## src/rtl/cl_cfg_mux.sv

```systemverilog
// AXI4-Lite to cfg-bus slot mux: decodes each access to one of NUM_SLV slots and holds it until that slot acks.
// Optional ack timeout is enabled with `define CFG_MUX_TIMEOUT_EN.
module cl_cfg_mux #(
  parameter int          NUM_SLV     = 16,
  parameter int          SLOT_SHIFT  = 8,
  parameter logic [31:0] DEAD_DATA   = 32'hDEAD_BEEF,
  parameter int          TIMEOUT_CYC = 1024
) (
  input  logic                 clk,
  input  logic                 sync_rst_n,
  input  logic                 flr_assert,
  input  logic [31:0]          s_awaddr,
  input  logic                 s_awvalid,
  output logic                 s_awready,
  input  logic [31:0]          s_wdata,
  input  logic [3:0]           s_wstrb,
  input  logic                 s_wvalid,
  output logic                 s_wready,
  output logic [1:0]           s_bresp,
  output logic                 s_bvalid,
  input  logic                 s_bready,
  input  logic [31:0]          s_araddr,
  input  logic                 s_arvalid,
  output logic                 s_arready,
  output logic [31:0]          s_rdata,
  output logic [1:0]           s_rresp,
  output logic                 s_rvalid,
  input  logic                 s_rready,
  output logic [31:0]          cfg_addr,
  output logic [31:0]          cfg_wdata,
  output logic [3:0]           cfg_wstrb,
  output logic [NUM_SLV-1:0]   cfg_wr,
  output logic [NUM_SLV-1:0]   cfg_rd,
  input  logic [NUM_SLV-1:0]   cfg_ack,
  input  logic [32*NUM_SLV-1:0] cfg_rdata
);

  localparam int SEL_W = (NUM_SLV > 1) ? $clog2(NUM_SLV) : 1;
  localparam logic [1:0] RESP_OKAY   = 2'b00;
  localparam logic [1:0] RESP_SLVERR = 2'b10;

  typedef enum logic [1:0] {ST_IDLE, ST_REQ, ST_WAIT, ST_RESP} state_t;

  state_t             state_reg, state_next;
  logic               wr_reg;
  logic               last_wr_reg;
  logic               mapped_reg;
  logic [SEL_W-1:0]   slot_reg;
  logic [31:0]        addr_reg;
  logic [31:0]        wdata_reg;
  logic [3:0]         wstrb_reg;
  logic [31:0]        rdata_reg;
  logic [1:0]         resp_reg;

  logic               wr_cand, rd_cand;
  logic               grant_wr, grant_rd;
  logic               ack_sel;
  logic               expire;
  logic [31:0]        sel_addr;
  logic [31:0]        sel_slot;
  logic [31:0]        rdata_sel;
  logic [31:0]        slot_rdata [NUM_SLV];

  // The full upper address is compared so that addresses beyond the last slot decode as unmapped.
  assign sel_addr = grant_wr ? s_awaddr : s_araddr;
  assign sel_slot = sel_addr >> SLOT_SHIFT;

  assign wr_cand   = s_awvalid && s_wvalid;
  assign rd_cand   = s_arvalid;
  assign ack_sel   = mapped_reg && cfg_ack[slot_reg];
  assign rdata_sel = slot_rdata[slot_reg];

  genvar gi;
  generate
    for (gi = 0; gi < NUM_SLV; gi++) begin : g_slot
      assign slot_rdata[gi] = cfg_rdata[32*gi +: 32];
      assign cfg_wr[gi] = (state_reg == ST_REQ) && mapped_reg && wr_reg
                          && (slot_reg == SEL_W'(gi));
      assign cfg_rd[gi] = (state_reg == ST_REQ) && mapped_reg && !wr_reg
                          && (slot_reg == SEL_W'(gi));
    end
  endgenerate

  always_comb begin
    state_next = state_reg;
    grant_wr   = 1'b0;
    grant_rd   = 1'b0;
    case (state_reg)
      ST_IDLE: begin
        // Under contention the side not served last wins.
        if (wr_cand && (!rd_cand || !last_wr_reg)) begin
          grant_wr = 1'b1;
        end else if (rd_cand) begin
          grant_rd = 1'b1;
        end
        if (grant_wr || grant_rd) begin
          state_next = ST_REQ;
        end
      end
      ST_REQ:  state_next = mapped_reg ? ST_WAIT : ST_RESP;
      ST_WAIT: begin
        if (ack_sel || expire) begin
          state_next = ST_RESP;
        end
      end
      ST_RESP: begin
        if (wr_reg ? s_bready : s_rready) begin
          state_next = ST_IDLE;
        end
      end
      default: state_next = ST_IDLE;
    endcase
    if (flr_assert || !sync_rst_n) begin
      state_next = ST_IDLE;
      grant_wr   = 1'b0;
      grant_rd   = 1'b0;
    end
  end

  always_ff @(posedge clk) begin
    if (!sync_rst_n) begin
      state_reg   <= ST_IDLE;
      wr_reg      <= 1'b0;
      last_wr_reg <= 1'b0;
      mapped_reg  <= 1'b0;
      slot_reg    <= '0;
      addr_reg    <= '0;
      wdata_reg   <= '0;
      wstrb_reg   <= '0;
      rdata_reg   <= '0;
      resp_reg    <= RESP_OKAY;
    end else begin
      state_reg <= state_next;
      if (grant_wr || grant_rd) begin
        wr_reg      <= grant_wr;
        last_wr_reg <= grant_wr;
        addr_reg    <= sel_addr;
        mapped_reg  <= (sel_slot < 32'(NUM_SLV));
        slot_reg    <= sel_slot[SEL_W-1:0];
        if (grant_wr) begin
          wdata_reg <= s_wdata;
          wstrb_reg <= s_wstrb;
        end
      end
      if ((state_reg != ST_RESP) && (state_next == ST_RESP)) begin
        if (state_reg == ST_WAIT && ack_sel) begin
          rdata_reg <= rdata_sel;
          resp_reg  <= RESP_OKAY;
        end else if (state_reg == ST_WAIT) begin
          rdata_reg <= DEAD_DATA;
          resp_reg  <= RESP_SLVERR;
        end else begin
          rdata_reg <= DEAD_DATA;
          resp_reg  <= RESP_OKAY;
        end
      end
    end
  end

`ifdef CFG_MUX_TIMEOUT_EN
  logic [15:0] to_cnt_reg;
  logic        to_seen_reg;

  assign expire = (state_reg == ST_WAIT) && (to_cnt_reg == 16'(TIMEOUT_CYC - 1));

  always_ff @(posedge clk) begin
    if (!sync_rst_n) begin
      to_cnt_reg  <= '0;
      to_seen_reg <= 1'b0;
    end else begin
      if (state_reg == ST_REQ) begin
        to_cnt_reg <= '0;
      end else if (state_reg == ST_WAIT) begin
        to_cnt_reg <= to_cnt_reg + 16'd1;
      end
      if (expire && !ack_sel && !flr_assert) begin
        to_seen_reg <= 1'b1;
      end
    end
  end
`else
  assign expire = 1'b0;
`endif

  assign s_awready = grant_wr;
  assign s_wready  = grant_wr;
  assign s_arready = grant_rd;
  assign s_bvalid  = (state_reg == ST_RESP) && wr_reg;
  assign s_rvalid  = (state_reg == ST_RESP) && !wr_reg;
  assign s_bresp   = resp_reg;
  assign s_rresp   = resp_reg;
  assign s_rdata   = rdata_reg;
  assign cfg_addr  = addr_reg;
  assign cfg_wdata = wdata_reg;
  assign cfg_wstrb = wstrb_reg;

endmodule
```

## config.mk

```make
export PLATFORM = sky130hd
export DESIGN_NAME = cl_cfg_mux
export DESIGN_NICKNAME = d
export VERILOG_FILES = /design/src/rtl/cl_cfg_mux.sv
export SDC_FILE = /design/constraint.sdc
export NUM_CORES = 1
export LEC_CHECK = 0
export CAP_MARGIN = 5
export CORE_AREA = 5 5 303 305
export DETAILED_ROUTE_END_ITERATION = 6
export DIE_AREA = 0 0 308 310
export GPL_ROUTABILITY_DRIVEN = 0
export MAX_ROUTING_LAYER = met4
export PLACE_DENSITY = 0.33
export SYNTH_ARGS = -nofsm -noshare
export SYNTH_HDL_FRONTEND = slang
export SYNTH_SLANG_ARGS = --single-unit
```

## constraint.sdc

```tcl
create_clock -name clk -period 3.65 [get_ports clk]
set_clock_uncertainty 0.05 [all_clocks]
set_input_delay 0.5475 -clock clk [delete_from_list [all_inputs] [get_ports clk]]
set_output_delay 0.5475 -clock clk [all_outputs]
set_load 0.01 [all_outputs]
```

==> results.py <==
metrics = {
    "status": {
        "status": "completed",
    },
    "logic_synthesis": {
        "syn_area_per_cell_um2": 11.1,
        "netlist_area_um2": 8890,
        "yosysTopAreaCellShare_pct": 40.5,
        "synthDistinctLibCells": 45,
        "yosysSeqAreaShare_pct": 23.7,
        "synthFlopType": "dfxtp_1",
        "yosysWarnings": 0,
        "synth_edf_count": 0,
        "yosysTopAreaCell": "mux4_2",
        "synthTopCellsByArea": "mux4_2, dfxtp_1, nand2_1",
        "async_flop_share_pct": 0,
        "yosys_register_bits": 105,
        "postSynthCellCount": 804,
    },
    "floorplan": {
        "ios": 777,
        "start_util_pct": 9.98,
        "die_w_um": 308,
        "coreArea_um2": 89000,
        "dieArea_um2": 95500,
        "rows": 110,
        "die_h_um": 310,
    },
    "global_routing": {
        "track_usage_pct": 15.1,
        "gr-total-overflow": 0,
        "grt_pass1_vias": 11020,
        "grt_pass1_wl_mm": 97.4,
        "grt_max_degree": 79,
        "antenna_found_initial": 44,
    },
    "placed_design": {
        "dp.cells": 2686,
        "io_buffers": 774,
        "dpl.hpwl_mm": 64.1,
        "place_area_um2": 17900,
    },
    "timing": {
        "tightest_slew_ns": 0.873,
        "rsz0062_at_grt": "no",
        "final_hold_viol_count": 0,
        "setup_tns_ns": 0,
        "fmax_ghz": 0.308,
        "relSlewSlack_pct": 41.2,
        "fin_crit_sh_pct": 88.9,
        "fin_hold_ws_ns": 0.408,
        "layout_min_cycle_time_ns": 3.24,
        "setup_viol": 0,
        "final_max_slew_viol_count": 0,
    },
    "setup_path": {
        "startpoint_type": "input port",
        "path_max_fanout": 4,
        "worstPathRequired_ns": 3.05,
        "cp.arrival_ns": 2.65,
        "r2r-start": "cfg_addr[9]",
        "critPathKind": "in2out",
        "r2r_setup_slack_ns": 0.76,
        "critPathCaptureType": "output port",
        "rr_worst_depth": 5,
        "reg2reg_to": "s_rdata[24]",
    },
    "drt": {
        "drc": 0,
        "via_per_inst": 3.77,
        "detailroute.via_count": 10255,
        "detail-route-antenna-nets": 0,
        "drt_wl_total_mm": 74.2,
        "avgRoutedWirePerCell_um": 27.2,
        "first_iter_violations": 502,
        "first_pass_iters": 5,
    },
    "worst_hold_path": {
        "hold_class": "reg2reg",
        "hp-start": "cfg_wdata[8]",
        "min_to": "cfg_wdata[8]",
        "min_path_cells": 2,
    },
    "clock_network": {
        "clkTransAtPathRegs_ns": 0.08,
        "clockRootBuffer": "clkbuf_16",
        "clk_latency_ns": 0.39,
        "clkSinkCount": 105,
        "cts_tree": "built",
        "htree_levels": 3,
        "ctsResizeCount": 0,
        "cts_buffers": 9,
        "cts_buffer_depth": 2,
        "cts_setup_buffers": 0,
        "cts_hold_buf": 0,
    },
    "power": {
        "p_per_area_nw_per_um2": 219,
        "p_leak_nw": 5.59,
        "peakVddDrop_mv": 0.169,
    },
    "finish": {
        "fin_area_um2": 18300,
        "fin_util_pct": 20.5,
        "fin_nets": 2157,
        "seqCellArea_um2": 2120,
        "multi_input_area_um2": 6280,
        "layoutNonFillerInstCount": 2723,
        "drive_gt1_share_pct": 18.0,
        "fillers": 9712,
        "area_growth_pct": 106,
    },
    "flow_run": {
        "cap_violations": 0,
    },
}
[how the worst max path moves through the flow]
stage | from | to | slack, ns | depth (start not counted)
detailed placement | flr_assert | cfg_addr[23] | 0.34 | 8
global route | state_reg[0] | cfg_wr[1] | 0.07 | 5
finish | flr_assert | s_wready | 0.41 | 5
CTS | state_reg[0] | cfg_wr[3] | 0.37 | 5
global placement | flr_assert | cfg_addr[16] | 0.38 | 8
floorplan | flr_assert | s_wready | 1.18 | 6
[stage by stage]
| step | setup slack [ns] | total power [mW] |
|---|---|---|
| after floorplan | 1.18 | 1.88 |
| after global placement | 0.380 | 2.95 |
| after detailed placement | 0.342 | 2.96 |
| after CTS | 0.366 | 4.13 |
| after global routing | 0.0670 | 4.23 |
| final | 0.405 | 4.01 |
[critical path, stage by stage]
cell             delay, ns
clkdlybuf4s50_1       0.52
or4b_4                0.57
a211o_2               0.35
clkinv_2              0.10
clkdlybuf4s50_1       0.56
[cell families after synthesis]
| group | share of synthesized area (%) |
|---|---|
| AND/OR/NAND/NOR | 14.0 |
| multiplexers | 42.7 |
| AO/OA/AOI/OAI | 13.4 |
| flip-flops | 23.7 |
| buffers and inverters | 6.14 |
| XOR/XNOR | 0.0986 |
| other | 0.0422 |
[layer usage]
metal	global-route usage (%)	share of wire [%]	up-vias
li1	-	-	4621
met1	18.4	41	5086
met2	26.1	51	506
met3	4.13	7.4	42
met4	1.72	0.54	0
met5	-	0	-
[Yosys cell counts, drive strengths merged (2+ instances only)]
master  number
a211oi      49
a21oi       40
a311oi      31
and3        10
buf         61
clkbuf      36
dfxtp      105
mux2         8
mux2i       10
mux4       160
nand2      144
nand2b       4
nand3        5
nand3b       2
nand4        3
nor2        89
nor2b        2
nor3        11
nor4         9
o21ai        3
or3          3
or4          2
[layout make-up]
class / instances / area share [%]
Clock buffer: 10 / 1.25
Clock inverter: 6 / 0.417
Antenna cell: 21 / 0.287
Timing Repair Buffer: 802 / 44.1
Inverter: 2 / 0.0616
Tap cell: 1176 / 8.04
Sequential cell: 105 / 11.6
Multi-Input combinational cell: 601 / 34.3
[power by group]
group          total, mW  switching, mW  internal, mW
clock               1.11          0.561         0.546
combinational       1.66          0.596          1.07
sequential          1.24         0.0528          1.19
total               4.01           1.21          2.80
[cell usage in the layout (no fill, tap or decap), drive strengths merged, types with 2 or more instances in the layout]
cell type | netlist | final
clkdlybuf4s50 | 0 | 774
mux4 | 160 | 160
nand2 | 144 | 144
dfxtp | 105 | 105
nor2 | 89 | 89
a211oi | 49 | 49
a21oi | 40 | 40
a311oi | 31 | 31
buf | 61 | 28
diode | 0 | 21
nor3 | 11 | 11
and3 | 10 | 10
mux2i | 10 | 10
clkbuf | 36 | 10
nor4 | 9 | 9
mux2 | 8 | 8
nand3 | 5 | 5
nand2b | 4 | 4
o21ai | 3 | 3
or3 | 3 | 3
nand4 | 3 | 3
inv | 1 | 3
nand3b | 2 | 2
or4 | 2 | 2
nor2b | 2 | 2
conb | 1 | 2
clkinvlp | 0 | 2
clkinv | 1 | 2
Power figures use the tool's default switching activity.
